File: src/rtl/sevenseg_pkg.sv
// Shared glyph constants, FSM state type and BCD sizing for the seven-segment display driver.
// Segment bit order everywhere is {g,f,e,d,c,b,a}, active-high before any pad inversion.
package sevenseg_pkg;

  localparam logic [6:0] SEG_BLANK = 7'h00;
  localparam logic [6:0] SEG_DASH  = 7'h40;

  // Index 0 is the rightmost entry: 0-9, A, b, C, d, E, F.
  localparam logic [15:0][6:0] HEX_GLYPH = {
    7'h71, 7'h79, 7'h5E, 7'h39, 7'h7C, 7'h77, 7'h6F, 7'h7F,
    7'h07, 7'h7D, 7'h6D, 7'h66, 7'h4F, 7'h5B, 7'h06, 7'h3F
  };

  typedef enum logic [1:0] {
    ST_IDLE   = 2'd0,
    ST_CONV   = 2'd1,
    ST_COMMIT = 2'd2
  } state_t;

  // Bits needed to hold the decimal form of the largest VALUE_W-bit number.
  function automatic int bcd_width(input int value_w);
    longint unsigned max_val;
    int              digits;
    max_val = (64'd1 << value_w) - 64'd1;
    digits  = 1;
    max_val = max_val / 64'd10;
    while (max_val != 64'd0) begin
      digits  = digits + 1;
      max_val = max_val / 64'd10;
    end
    return 4 * digits;
  endfunction

endpackage

File: src/rtl/sevenseg_glyph.sv
// Combinational digit-to-segment decoder; dash overrides blank, blank overrides the hex glyph.
// Zero latency, no flow control.
module sevenseg_glyph
  import sevenseg_pkg::*;
(
  input  logic [3:0] i_digit,
  input  logic       i_blank,
  input  logic       i_dash,
  output logic [6:0] o_seg
);

  always_comb begin
    o_seg = HEX_GLYPH[i_digit];
    if (i_dash) begin
      o_seg = SEG_DASH;
    end else if (i_blank) begin
      o_seg = SEG_BLANK;
    end
  end

endmodule

File: src/rtl/sevenseg_mux_display.sv
// Multiplexed seven-segment driver: capture, optional double-dabble, atomic commit, digit scan.
// Digits visible 2 cycles after load (hex) or VALUE_W+2 (decimal); load is ignored while busy.
module sevenseg_mux_display
  import sevenseg_pkg::*;
#(
  parameter int VALUE_W      = 8,
  parameter int DIGITS       = 3,
  parameter int REFRESH_DIV  = 1000,
  parameter bit COMMON_ANODE = 1'b0
) (
  input  logic               clk,
  input  logic               rst,
  input  logic [VALUE_W-1:0] value,
  input  logic               load,
  input  logic               mode_dec,
  input  logic               blank_lz,
  output logic [6:0]         seg,
  output logic [DIGITS-1:0]  dig_en,
  output logic               busy,
  output logic               ovf
);

  localparam int BCD_W  = bcd_width(VALUE_W);
  localparam int BCD_N  = BCD_W / 4;
  localparam int HEX_W  = 4 * ((VALUE_W + 3) / 4);
  localparam int SRC_W0 = (BCD_W > HEX_W) ? BCD_W : HEX_W;
  localparam int SRC_W  = (SRC_W0 > 4 * DIGITS) ? SRC_W0 : 4 * DIGITS;
  localparam int IDX_W  = (DIGITS > 1) ? $clog2(DIGITS) : 1;
  localparam int PRE_W  = (REFRESH_DIV > 1) ? $clog2(REFRESH_DIV) : 1;
  localparam int ITER_W = $clog2(VALUE_W + 1);

  localparam logic [IDX_W-1:0]  IDX_MAX   = IDX_W'(DIGITS - 1);
  localparam logic [PRE_W-1:0]  PRE_MAX   = PRE_W'(REFRESH_DIV - 1);
  localparam logic [ITER_W-1:0] ITER_LAST = ITER_W'(VALUE_W - 1);
  localparam logic [6:0]        POL_SEG   = {7{COMMON_ANODE}};
  localparam logic [DIGITS-1:0] POL_DIG   = {DIGITS{COMMON_ANODE}};

  state_t                   r_state;
  state_t                   w_state_nxt;
  logic [VALUE_W-1:0]       r_bin;
  logic [BCD_W-1:0]         r_bcd;
  logic [ITER_W-1:0]        r_iter;
  logic                     r_mode_dec;
  logic                     r_blank_lz;
  logic [DIGITS-1:0][3:0]   r_digits;
  logic [DIGITS-1:0]        r_blank;
  logic                     r_ovf;
  logic [IDX_W-1:0]         r_idx;
  logic [PRE_W-1:0]         r_pre;
  logic [6:0]               r_seg;
  logic [DIGITS-1:0]        r_dig_en;

  logic [BCD_W-1:0]         w_bcd_adj;
  logic [SRC_W-1:0]         w_src;
  logic [DIGITS-1:0][3:0]   w_dig_new;
  logic [DIGITS-1:0]        w_blank_new;
  logic                     w_ovf_new;
  logic                     w_seen;
  logic                     w_commit;
  logic [DIGITS-1:0][3:0]   w_disp_dig;
  logic [DIGITS-1:0]        w_disp_blank;
  logic                     w_disp_ovf;
  logic [6:0]               w_glyph;
  logic [DIGITS-1:0]        w_onehot;

  always_ff @(posedge clk) begin
    if (rst) begin
      r_state <= ST_IDLE;
    end else begin
      r_state <= w_state_nxt;
    end
  end

  always_comb begin
    w_state_nxt = r_state;
    case (r_state)
      ST_IDLE: begin
        if (load) begin
          w_state_nxt = mode_dec ? ST_CONV : ST_COMMIT;
        end
      end
      ST_CONV: begin
        if (r_iter == ITER_LAST) begin
          w_state_nxt = ST_COMMIT;
        end
      end
      ST_COMMIT: w_state_nxt = ST_IDLE;
      default:   w_state_nxt = ST_IDLE;
    endcase
  end

  always_comb begin
    w_bcd_adj = r_bcd;
    for (int i = 0; i < BCD_N; i++) begin
      if (r_bcd[4*i +: 4] >= 4'd5) begin
        w_bcd_adj[4*i +: 4] = r_bcd[4*i +: 4] + 4'd3;
      end
    end
  end

  // Hex mode reads the captured value directly; decimal reads the finished BCD register.
  always_comb begin
    w_src = '0;
    if (r_mode_dec) begin
      w_src[BCD_W-1:0] = r_bcd;
    end else begin
      w_src[VALUE_W-1:0] = r_bin;
    end
  end

  always_comb begin
    w_ovf_new   = |(w_src >> (4 * DIGITS));
    w_dig_new   = '0;
    w_blank_new = '0;
    w_seen      = 1'b0;
    for (int i = 0; i < DIGITS; i++) begin
      w_dig_new[i] = w_src[4*i +: 4];
    end
    for (int i = DIGITS - 1; i >= 1; i--) begin
      w_seen         = w_seen | (w_dig_new[i] != 4'd0);
      w_blank_new[i] = r_blank_lz & ~w_ovf_new & ~w_seen;
    end
  end

  // Bypass during COMMIT so the output register picks up new digits on the same edge they commit.
  assign w_commit     = (r_state == ST_COMMIT);
  assign w_disp_dig   = w_commit ? w_dig_new : r_digits;
  assign w_disp_blank = w_commit ? w_blank_new : r_blank;
  assign w_disp_ovf   = w_commit ? w_ovf_new : r_ovf;
  assign w_onehot     = DIGITS'(1) << r_idx;

  sevenseg_glyph u_glyph (
    .i_digit (w_disp_dig[r_idx]),
    .i_blank (w_disp_blank[r_idx]),
    .i_dash  (w_disp_ovf),
    .o_seg   (w_glyph)
  );

  always_ff @(posedge clk) begin
    if (rst) begin
      r_bin      <= '0;
      r_bcd      <= '0;
      r_iter     <= '0;
      r_mode_dec <= 1'b0;
      r_blank_lz <= 1'b0;
      r_digits   <= '0;
      r_blank    <= '0;
      r_ovf      <= 1'b0;
    end else begin
      case (r_state)
        ST_IDLE: begin
          if (load) begin
            r_bin      <= value;
            r_bcd      <= '0;
            r_iter     <= '0;
            r_mode_dec <= mode_dec;
            r_blank_lz <= blank_lz;
          end
        end
        ST_CONV: begin
          {r_bcd, r_bin} <= {w_bcd_adj[BCD_W-2:0], r_bin, 1'b0};
          r_iter         <= r_iter + ITER_W'(1);
        end
        ST_COMMIT: begin
          r_digits <= w_dig_new;
          r_blank  <= w_blank_new;
          r_ovf    <= w_ovf_new;
        end
        default: ;
      endcase
    end
  end

  always_ff @(posedge clk) begin
    if (rst) begin
      r_pre    <= '0;
      r_idx    <= '0;
      r_seg    <= POL_SEG;
      r_dig_en <= POL_DIG;
    end else begin
      if (r_pre == PRE_MAX) begin
        r_pre <= '0;
        r_idx <= (r_idx == IDX_MAX) ? '0 : r_idx + IDX_W'(1);
      end else begin
        r_pre <= r_pre + PRE_W'(1);
      end
      r_seg    <= w_glyph ^ POL_SEG;
      r_dig_en <= w_onehot ^ POL_DIG;
    end
  end

  assign seg    = r_seg;
  assign dig_en = r_dig_en;
  assign busy   = (r_state != ST_IDLE);
  assign ovf    = r_ovf;

endmodule

File: config.mk
export PLATFORM = sky130hd
export DESIGN_NAME = sevenseg_mux_display
export DESIGN_NICKNAME = d
export VERILOG_FILES = /design/src/rtl/sevenseg_pkg.sv /design/src/rtl/sevenseg_glyph.sv /design/src/rtl/sevenseg_mux_display.sv
export SDC_FILE = /design/constraint.sdc
export NUM_CORES = 1
export LEC_CHECK = 0
export CAP_MARGIN = 20
export CORE_AREA = 5 5 80 82
export CTS_BUF_LIST = sky130_fd_sc_hd__clkbuf_4
export CTS_CLUSTER_DIAMETER = 120
export CTS_CLUSTER_SIZE = 25
export DETAILED_ROUTE_END_ITERATION = 12
export DIE_AREA = 0 0 85 87
export GPL_ROUTABILITY_DRIVEN = 1
export PLACE_DENSITY = 0.79
export SLEW_MARGIN = 5
export SYNTH_ARGS = -nofsm -noshare
export SYNTH_HDL_FRONTEND = slang
export SYNTH_SLANG_ARGS = --single-unit
export TNS_END_PERCENT = 30
File: constraint.sdc
create_clock -name clk -period 3.15 [get_ports clk]
set_input_delay 0.7875 -clock clk [delete_from_list [all_inputs] [get_ports clk]]
set_output_delay 0.7875 -clock clk [all_outputs]
set_load 0.02 [all_outputs]
==> After elaboration in Yosys (flattened, before gate mapping) <==
Memories as Yosys holds them, arrays and structs flattened.
Cells that the tools add are included.
{ "totals": {"register_bits": 66, "rom_bits": 112, "inputBits": 13, "out_inout_bits": 12, "elab_cells": 77, "n_memories": 1} }
{ "classes": {"addsub": 6, "magnitude_cmp": 5, "n_eq_ne": 7, "shift": 1, "n_mux": 26, "bitwise": 5, "reduce_logical": 10} }
{ "mem_list": {"columns": ["memory", "depth", "word_bits", "rd", "rd_clocked_by_memory_dff", "write_ports", "line_no", "source"], "rows": [
  ["(name not given)", 16, 7, 1, 0, 0, "sevenseg_glyph.sv:13", "o_seg = HEX_GLYPH[i_digit];"]
]} }
{ "ops": {"columns": ["cell", "count"], "rows": [
  ["2-to-1 mux 12 bit", 2],
  ["case mux 12 bit (2 select lines)", 1],
  ["2-to-1 mux 7 bit", 3],
  ["2-to-1 mux 4 bit", 5],
  ["2-to-1 mux 8 bit", 2],
  ["case mux 8 bit (2 select lines)", 1],
  [">= comparator 4 x 3 -> 1 bit, second input constant", 3],
  ["adder 10 x 1 -> 10 bit, second input constant", 1],
  ["equality test 10 bit, second input constant", 1],
  ["adder 4 x 2 -> 4 bit, second input constant", 2],
  ["binary-select mux 4 bit (select 2 bit)", 1],
  ["2-to-1 mux 2 bit", 4],
  ["case mux 4 bit (2 select lines)", 1],
  ["nonzero test 4 bit", 2],
  ["2-to-1 mux 3 bit", 2],
  ["AND reduction 2 bit", 3],
  ["< comparator 4 x 5 -> 1 bit, second input constant", 1],
  ["adder 4 x 1 -> 4 bit, second input constant", 1],
  ["equality test 2 bit, second input constant", 2],
  ["equality test 4 x 3 -> 1 bit, second input constant", 1],
  ["!= test 2 bit, second input constant", 2],
  ["case mux 2 bit (2 select lines)", 1],
  ["nonzero test 2 bit", 2],
  ["adder 3 x 2 -> 3 bit, second input constant", 1],
  ["other kinds (12)", 15]
]} }

==> Depth between registers and ports, before layout <==
Gate-level depths: netlist of run 1.
{ "logic_depth": {"word_depth": 10, "mapped_depth": 12, "ltp_nobuf": 10} }

==> By module <==
Synthesis of run 1 repeated with hierarchy kept, for this count alone.
{ "hier_totals": {"hier_cells": 374, "area_unflattened_um2": 3352.0} }
{ "modules_own_cells": {"columns": ["module", "instances", "cells_each", "area_per_inst_um2"], "rows": [
  ["sevenseg_mux_display", 1, 337, 3051.7],
  ["sevenseg_glyph", 1, 37, 300.3]
]} }

==> Worst setup path after synthesis of run 1 <==
Ideal clock, no wire load.
{ "synth_path": {"kind": "register -> register", "startpoint": "register r_state[1]", "endpoint": "register r_seg[0] (netlist: seg[0])", "setup_time_ps": 69, "arrival_time_ps": 2457, "required_ps": 3081, "setup_slack_ps": 624, "stages_incl_launch_ff": 11, "path_buffers": 2, "synth_period_minus_slack_ps": 2526, "cell_sequence": "dfxtp_1 -> nor2b_1 -> buf_2 -> buf_4 -> nor2_1 -> a211oi_1 -> a221oi_1 -> inv_1 -> ha_1 -> or4b_1 -> o21ai_1"} }
{ "synth_via": {"elab_chain_cells": 6} }
{ "synth_rtl": {"columns": ["item", "line_no", "source"], "rows": [
  ["start: declaration", "sevenseg_mux_display.sv:38", "state_t r_state;"],
  ["start signal: assignment", "sevenseg_mux_display.sv:70", "r_state <= w_state_nxt;"],
  ["equality test 2 bit *", "sevenseg_mux_display.sv:126", "assign w_commit = (r_state == ST_COMMIT);"],
  ["2-to-1 mux 12 bit", null, null],
  ["binary-select mux 4 bit (select 2 bit)", "sevenseg_mux_display.sv:133", ".i_digit (w_disp_dig[r_idx]),"],
  ["2-to-1 mux 4 bit (not written as such)", "sevenseg_mux_display.sv:133", null],
  ["memory read (16 x 7 bit)", null, null],
  ["2-to-1 mux 7 bit (not written as such)", "sevenseg_glyph.sv:13", null],
  ["end signal: assignment", "sevenseg_mux_display.sv:187", "r_seg <= w_glyph ^ POL_SEG;"],
  ["end: declaration", "sevenseg_mux_display.sv:50", "logic [6:0] r_seg;"]
]} }
Every way passes the cells marked *; elsewhere a longest branch is shown, timed or not. The select of a mux whose other input is x is not followed.
A chain may end at the register's enable or synchronous reset.

==> Final worst setup path of run 1 <==
{ "layout_path": {"startpoint": "register r_state[0]", "endpoint": "register r_seg[0] (netlist: seg[0])"} }
The elaborated chain is that of the path after synthesis.

==> results_dict.tcl, run 1 <==
set metrics [dict create \
    cp_slowest_stage_delay_ns 0.53 \
    die_h_um 87 \
    routed_wl_mm 6.60 \
    worstMarginPinSlew_ns 0.936 \
    fp-row-count 28 \
    cts.sinks 66 \
    drc 0 \
    grt_max_degree 45 \
    cp.required_ns 3.49 \
    clock-root-buffer "clkbuf_4" \
    antenna_cells 0 \
    fillers 512 \
    hold_violations 0 \
    drt_pre_antenna_iters 4 \
    period_needed_ns 2.69 \
    area_growth_syn_to_layout_pct 13.2 \
    p_leak_nw 1.39 \
    dpl_cell_area_um2 3500 \
    core-area_um2 5680 \
    ir_drop_mv 0.239 \
    regArea_um2 1320 \
    syn_inst 378 \
    slew-limit-headroom_pct 37.6 \
    grt_pass1_vias 2527 \
    setup_tns_ns 0 \
    arrival_ns 3.02 \
    yosysUniqueCellTypes 47 \
    path_cells "nand2b_1 -> o21ai_0 -> a221oi_1 -> inv_1 -> ha_1 -> or4b_1 -> o21ai_1" \
    cp_max_fo 17 \
    postCtsHoldBufs 0 \
    nets 428 \
    h-tree-depth 3 \
    rsz0062_at_grt "no" \
    synth-edff-count 0 \
    async_flop_share_pct 0 \
    cpMaxStageDelayCell "or4b_1" \
    multi_input_area_um2 1740 \
    dp_hpwl_mm 4.69 \
    ys_warn_count 0 \
    die-area_um2 7400 \
    cp-start-kind "register" \
    synth_area_per_cell_um2 8.48 \
    grt_pass1_wl_mm 11.5 \
    ctsLongestPathBuffers 2 \
    io_pins 25 \
    clock_latency_ns 0.40 \
    io_buffers 24 \
    place.gp.congestion 0.877 \
    cts_resized 0 \
    synth_ff_type "dfxtp_1" \
    ys_seq_elements 66 \
    power.total_mw 1.69 \
    cts_buffers 9 \
    path_clk_slew_ns 0.10 \
    num_vias 2670 \
    post_cts_buffers 0 \
    crit_type "register to register" \
    routedWlPerCell_um 13.8 \
    grt_antenna_before_repair 0 \
    ant_nets 0 \
    synth_area_um2 3210 \
    drive_gt1_share_pct 8.66 \
    fmax_mhz 372 \
    status "finished, final reports clean" \
    worstSetupEndpointType "register" \
    yosys.area.top_type "dfxtp_1" \
    routed_via_density 5.57 \
    max_cap_viol_count 0 \
    synth_area_leaders "dfxtp_1 41%, ha_1 5.9%, nor2_1 5.4%, a21oi_1 5.3%, mux2i_1 5.0%" \
    holdCritPathClass "register to register" \
    stdcell_area_um2 3630 \
    setup_viol 0 \
    post-route-util_pct 64.0 \
    power_density_nw_per_um2 464 \
    drv_slew 0 \
    grt_overflow 0 \
    synth_seq_area_share_pct 41.2 \
    first_iter_violations 124 \
    synth_nets 406 \
    fp.dieW_um 85 \
    skew_ns 0.0106 \
    start_util_pct 56.5 \
    grtUsageTotal_pct 19.3 \
    cts_tree "yes" \
    fin_crit_sh_pct 85.2 \
    yosysTopAreaCellShare_pct 41.2 \
]
==> worst max-delay path: cells and delay by family (launching register included) <==
kind / cells / cell delay [ns]
AO/OA/AOI/OAI: 3 / 0.70
adder cells (fa/ha/maj): 1 / 0.27
buffers and inverters: 1 / 0.14
flip-flops: 1 / 0.45
AND/OR/NAND/NOR: 2 / 1.05
==> flip-flops by register name, summed over array words and instances, names as in the netlist <==
signal and cells:
r_idx 2, r_digits 12, r_blank_lz 1, dig_en 3, r_pre 10, seg 7, r_state 2, r_bin 8
r_mode_dec 1, r_iter 4, ovf 1, r_blank 3, r_bcd 12
==> report_power, final <==
group / leakage (nW) / internal, mW / switching (mW)
Clock: 0.0741 / 0.251 / 0.283
Sequential: 0.538 / 0.870 / 0.0265
Combinational: 0.775 / 0.114 / 0.142
==> cells by family (layout without fill, tap and decap cells) <==
family,after synthesis,after routing,share of synthesized area [%]
adder cells (fa/ha/maj),15,15,5.85
flip-flops,66,66,41.2
multiplexers,24,24,8.39
AND/OR/NAND/NOR,150,150,22.3
buffers and inverters,34,60,4.41
XOR/XNOR,10,10,2.73
AO/OA/AOI/OAI,79,79,15.1
==> synthesized netlist by cell type, types with 5 or more instances <==
| cell | instances |
|---|---|
| a311oi_1 | 7 |
| inv_1 | 14 |
| nor2_1 | 46 |
| o21ai_0 | 17 |
| mux2_2 | 5 |
| nor3_1 | 10 |
| clkbuf_1 | 15 |
| nand2b_1 | 6 |
| dfxtp_1 | 66 |
| mux2i_1 | 16 |
| nand2_1 | 38 |
| xnor2_1 | 5 |
| a21oi_1 | 34 |
| nand3_1 | 14 |
| and2_1 | 5 |
| xor2_1 | 5 |
| ha_1 | 15 |
==> worst paths after layout <==
kind / from / slack [ns] / cells past startpoint / endpoint
worst min-delay path: r_pre[0]$_SDFF_PP0_ / 0.46 / 1 / r_pre[0]$_SDFF_PP0_
worst max register to register: r_state[0]$_SDFFE_PP0P_ / 0.46 / 7 / seg[0]$_SDFF_PP0_
worst max-delay path: r_state[0]$_SDFFE_PP0P_ / 0.46 / 7 / seg[0]$_SDFF_PP0_
worst min register to register: r_pre[0]$_SDFF_PP0_ / 0.46 / 1 / r_pre[0]$_SDFF_PP0_
==> metrics by stage <==
step | setup WS, ns | hold WS (ns) | instances
floorplan | 0.624 | 0.413 | 378
global placement | 0.500 | 0.431 | 464
detailed placement | 0.468 | 0.443 | 464
CTS | 0.462 | 0.459 | 479
global route | 0.116 | 0.471 | 479
finish | 0.465 | 0.456 | 479
==> routing by layer <==
metal,track usage [%],up-vias,part of all wire (%)
met2,32.3,55,47
met4,8.63,0,1.6
met3,4.26,11,4.0
li1,-,1374,-
met5,0,-,0
met1,23.9,1230,47
==> area by class of cell <==
type	instances	area share [%]
Multi-Input combinational cell	278	48.0
Sequential cell	66	36.4
Timing Repair Buffer	31	8.06
Tap cell	75	2.58
Clock buffer	11	2.27
Inverter	14	1.45
Clock inverter	4	1.21
==> placed cells by master (no fill, tap or decap), types with 5 or more instances in the layout <==
cell type	synthesis	routed
a21oi_1	34	34
a311oi_1	7	7
and2_1	5	5
buf_4	3	7
clkbuf_4	0	11
clkdlybuf4s50_1	0	24
dfxtp_1	66	66
ha_1	15	15
inv_1	14	14
mux2_2	5	5
mux2i_1	16	16
nand2_1	38	38
nand2b_1	6	6
nand3_1	14	14
nor2_1	46	46
nor3_1	10	10
o21ai_0	17	17
xnor2_1	5	5
xor2_1	5	5
Power figures use the tool's default switching activity.
==> inputs of run 2 (changes only) <==
--- a/config.mk
+++ b/config.mk
@@ -5,13 +5,13 @@
 export SDC_FILE = /design/constraint.sdc
 export NUM_CORES = 1
 export LEC_CHECK = 0
-export CAP_MARGIN = 20
-export CORE_AREA = 5 5 80 82
+export CAP_MARGIN = 5
+export CORE_AREA = 2 2 77 79
 export CTS_BUF_LIST = sky130_fd_sc_hd__clkbuf_4
 export CTS_CLUSTER_DIAMETER = 120
 export CTS_CLUSTER_SIZE = 25
 export DETAILED_ROUTE_END_ITERATION = 12
-export DIE_AREA = 0 0 85 87
+export DIE_AREA = 0 0 79 81
 export GPL_ROUTABILITY_DRIVEN = 1
 export PLACE_DENSITY = 0.79
 export SLEW_MARGIN = 5
==> run 2 against run 1 <==
Against the previous run: global-route usage is 3.5 points higher; highest routed layer unchanged; critical path depth is 2 higher; sequential power hardly changed; setup slack better by 0.0046 ns.
==> results_dict.tcl, run 2 (synthesis gave the netlist of run 1 again) <==
set metrics [dict create \
    status "finished, final reports clean" \
    h-tree-depth 3 \
    routed_via_density 5.64 \
    hold_violations 0 \
    p_leak_nw 1.42 \
    r2r_slack_ns 0.47 \
    start_util_pct 56.5 \
    path_cells "mux2_2 -> mux2i_1 -> mux2i_1 -> a2bb2oi_1 -> inv_1 -> ha_1 -> inv_1 -> mux2i_1 -> a221oi_1" \
    place.gp.congestion 0.927 \
    core-area_um2 5680 \
    fmax_mhz 373 \
    worstSetupEndpointType "register" \
    routedWlPerCell_um 13.9 \
    drc 0 \
    num_vias 2712 \
    fin_ws_ns 0.469 \
    crit_type "register to register" \
    antenna_cells 0 \
    cp-endpoint "seg[5]$_SDFF_PP0_" \
    period_needed_ns 2.68 \
    routed_wl_mm 6.67 \
    r2r-end "seg[5]$_SDFF_PP0_" \
    grtUsageTotal_pct 22.9 \
    power_density_nw_per_um2 525 \
    fp.dieW_um 79 \
    r2r-start "r_mode_dec$_SDFFE_PP0P_" \
    nets 429 \
    arrival_ns 3.01 \
    first_iter_violations 183 \
    cp_max_fo 15 \
    grt_antenna_before_repair 0 \
    cts_buffers 9 \
    cpMaxStageDelayCell "dfxtp_1" \
    fin_crit_sh_pct 85.1 \
    reg_top3 "r_bcd (12), r_digits (12), r_pre (10)" \
    fp-row-count 28 \
    ant_nets 0 \
    postCtsHoldBufs 0 \
    dp.cells 465 \
    clock_latency_ns 0.43 \
    cp.required_ns 3.48 \
    ctsLongestPathBuffers 2 \
    io_pins 25 \
    dpl_worst_slack_ns 0.485 \
    holdCritPathClass "register to register" \
    reg2regPathDepth 9 \
    drive_gt1_share_pct 9.36 \
    final_common_cell "dfxtp_1" \
    drt_pre_antenna_iters 4 \
    cp-start-kind "register" \
    critical_path.startpoint "r_mode_dec$_SDFFE_PP0P_" \
    grt_pass1_wl_mm 11.4 \
    path_clk_slew_ns 0.12 \
    rsz0062_at_grt "no" \
    cts_tree "yes" \
    setup_viol 0 \
    setup_tns_ns 0 \
    post_cts_buffers 0 \
    mostFrequentLayoutCells "66 x dfxtp_1, 46 x nor2_1, 38 x nand2_1" \
    skew_ns 0.0107 \
    cts_resized 0 \
    die-area_um2 6400 \
    max_cap_viol_count 0 \
    clock-root-buffer "clkbuf_4" \
    dp_hpwl_mm 4.76 \
    die_h_um 81 \
    worstMarginPinSlew_ns 0.893 \
    area_growth_syn_to_layout_pct 16.0 \
    grt_max_degree 45 \
    cts.sinks 66 \
    cp_slowest_stage_delay_ns 0.72 \
    io_buffers 24 \
    ir_drop_mv 0.415 \
    final_cells 481 \
    cpMostUsedCell "mux2i_1" \
    drv_slew 0 \
    grt_pass1_vias 2457 \
    grt_overflow 0 \
    slew-limit-headroom_pct 40.5 \
]
[run 2: cell types whose count changed in the layout (fill, tap and decap cells not counted), sizes merged]
cell	before	now
buf	7	8
bufinv	1	4
clkbuf	11	9
clkinv	3	2
clkinvlp	0	1
[run 2: worst min-delay path by stage]
stage | slack, ns | start | endpoint | cells past startpoint
3_3_place_gp | 0.43 | r_pre[0]$_SDFF_PP0_ | r_pre[0]$_SDFF_PP0_ | 1
6_report | 0.46 | r_pre[0]$_SDFF_PP0_ | r_pre[0]$_SDFF_PP0_ | 1
4_1_cts | 0.46 | r_pre[0]$_SDFF_PP0_ | r_pre[0]$_SDFF_PP0_ | 1
3_5_place_dp | 0.44 | r_pre[0]$_SDFF_PP0_ | r_pre[0]$_SDFF_PP0_ | 1
5_1_grt | 0.46 | r_pre[0]$_SDFF_PP0_ | r_pre[0]$_SDFF_PP0_ | 1
2_1_floorplan | 0.41 | r_pre[0]$_SDFF_PP0_ | r_pre[0]$_SDFF_PP0_ | 1
[run 2: through the flow]
stage          instance area [µm²]  utilization [%]  total power, mW  hold WS (ns)
4_1_cts                       3720             65.6             1.96         0.461
5_1_grt                       3720             65.6             2.05         0.465
2_1_floorplan                 3210                -             1.08         0.413
6_report                      3720             65.6             1.96         0.458
3_3_place_gp                  3510             61.9             1.17         0.433
3_5_place_dp                  3510             61.9             1.17         0.443
[run 2: critical path: cells and delay by family, from the launching register on]
family                   cells  cell delay [ns]
AO/OA/AOI/OAI                2             0.66
adder cells (fa/ha/maj)      1             0.24
buffers and inverters        2             0.26
flip-flops                   1             0.72
multiplexers                 4             0.70
[run 2: layer usage]
metal / up-vias / GRT usage [%] / share of wire [%]
li1: 1374 / - / -
met1: 1260 / 27.8 / 44
met2: 66 / 38.8 / 49
met3: 12 / 5.78 / 5.0
met4: 0 / 9.31 / 1.6
met5: - / 0 / 0
[run 2: final cells by class]
cell class | count | area [µm²]
Fill cell | 496 | 1950
Multi-Input combinational cell | 278 | 1740
Sequential cell | 66 | 1320
Timing Repair Buffer | 32 | 300
Clock inverter | 7 | 141
Tap cell | 75 | 93.8
Clock buffer | 9 | 67.6
Inverter | 14 | 52.6
[run 2: where the power goes]
group / total [mW] / switching [mW] / leakage (nW) / internal [mW]
registers: 0.897 / 0.0268 / 0.538 / 0.870
clock network: 0.803 / 0.322 / 0.106 / 0.481
logic: 0.256 / 0.141 / 0.779 / 0.115
total: 1.96 / 0.489 / 1.42 / 1.47
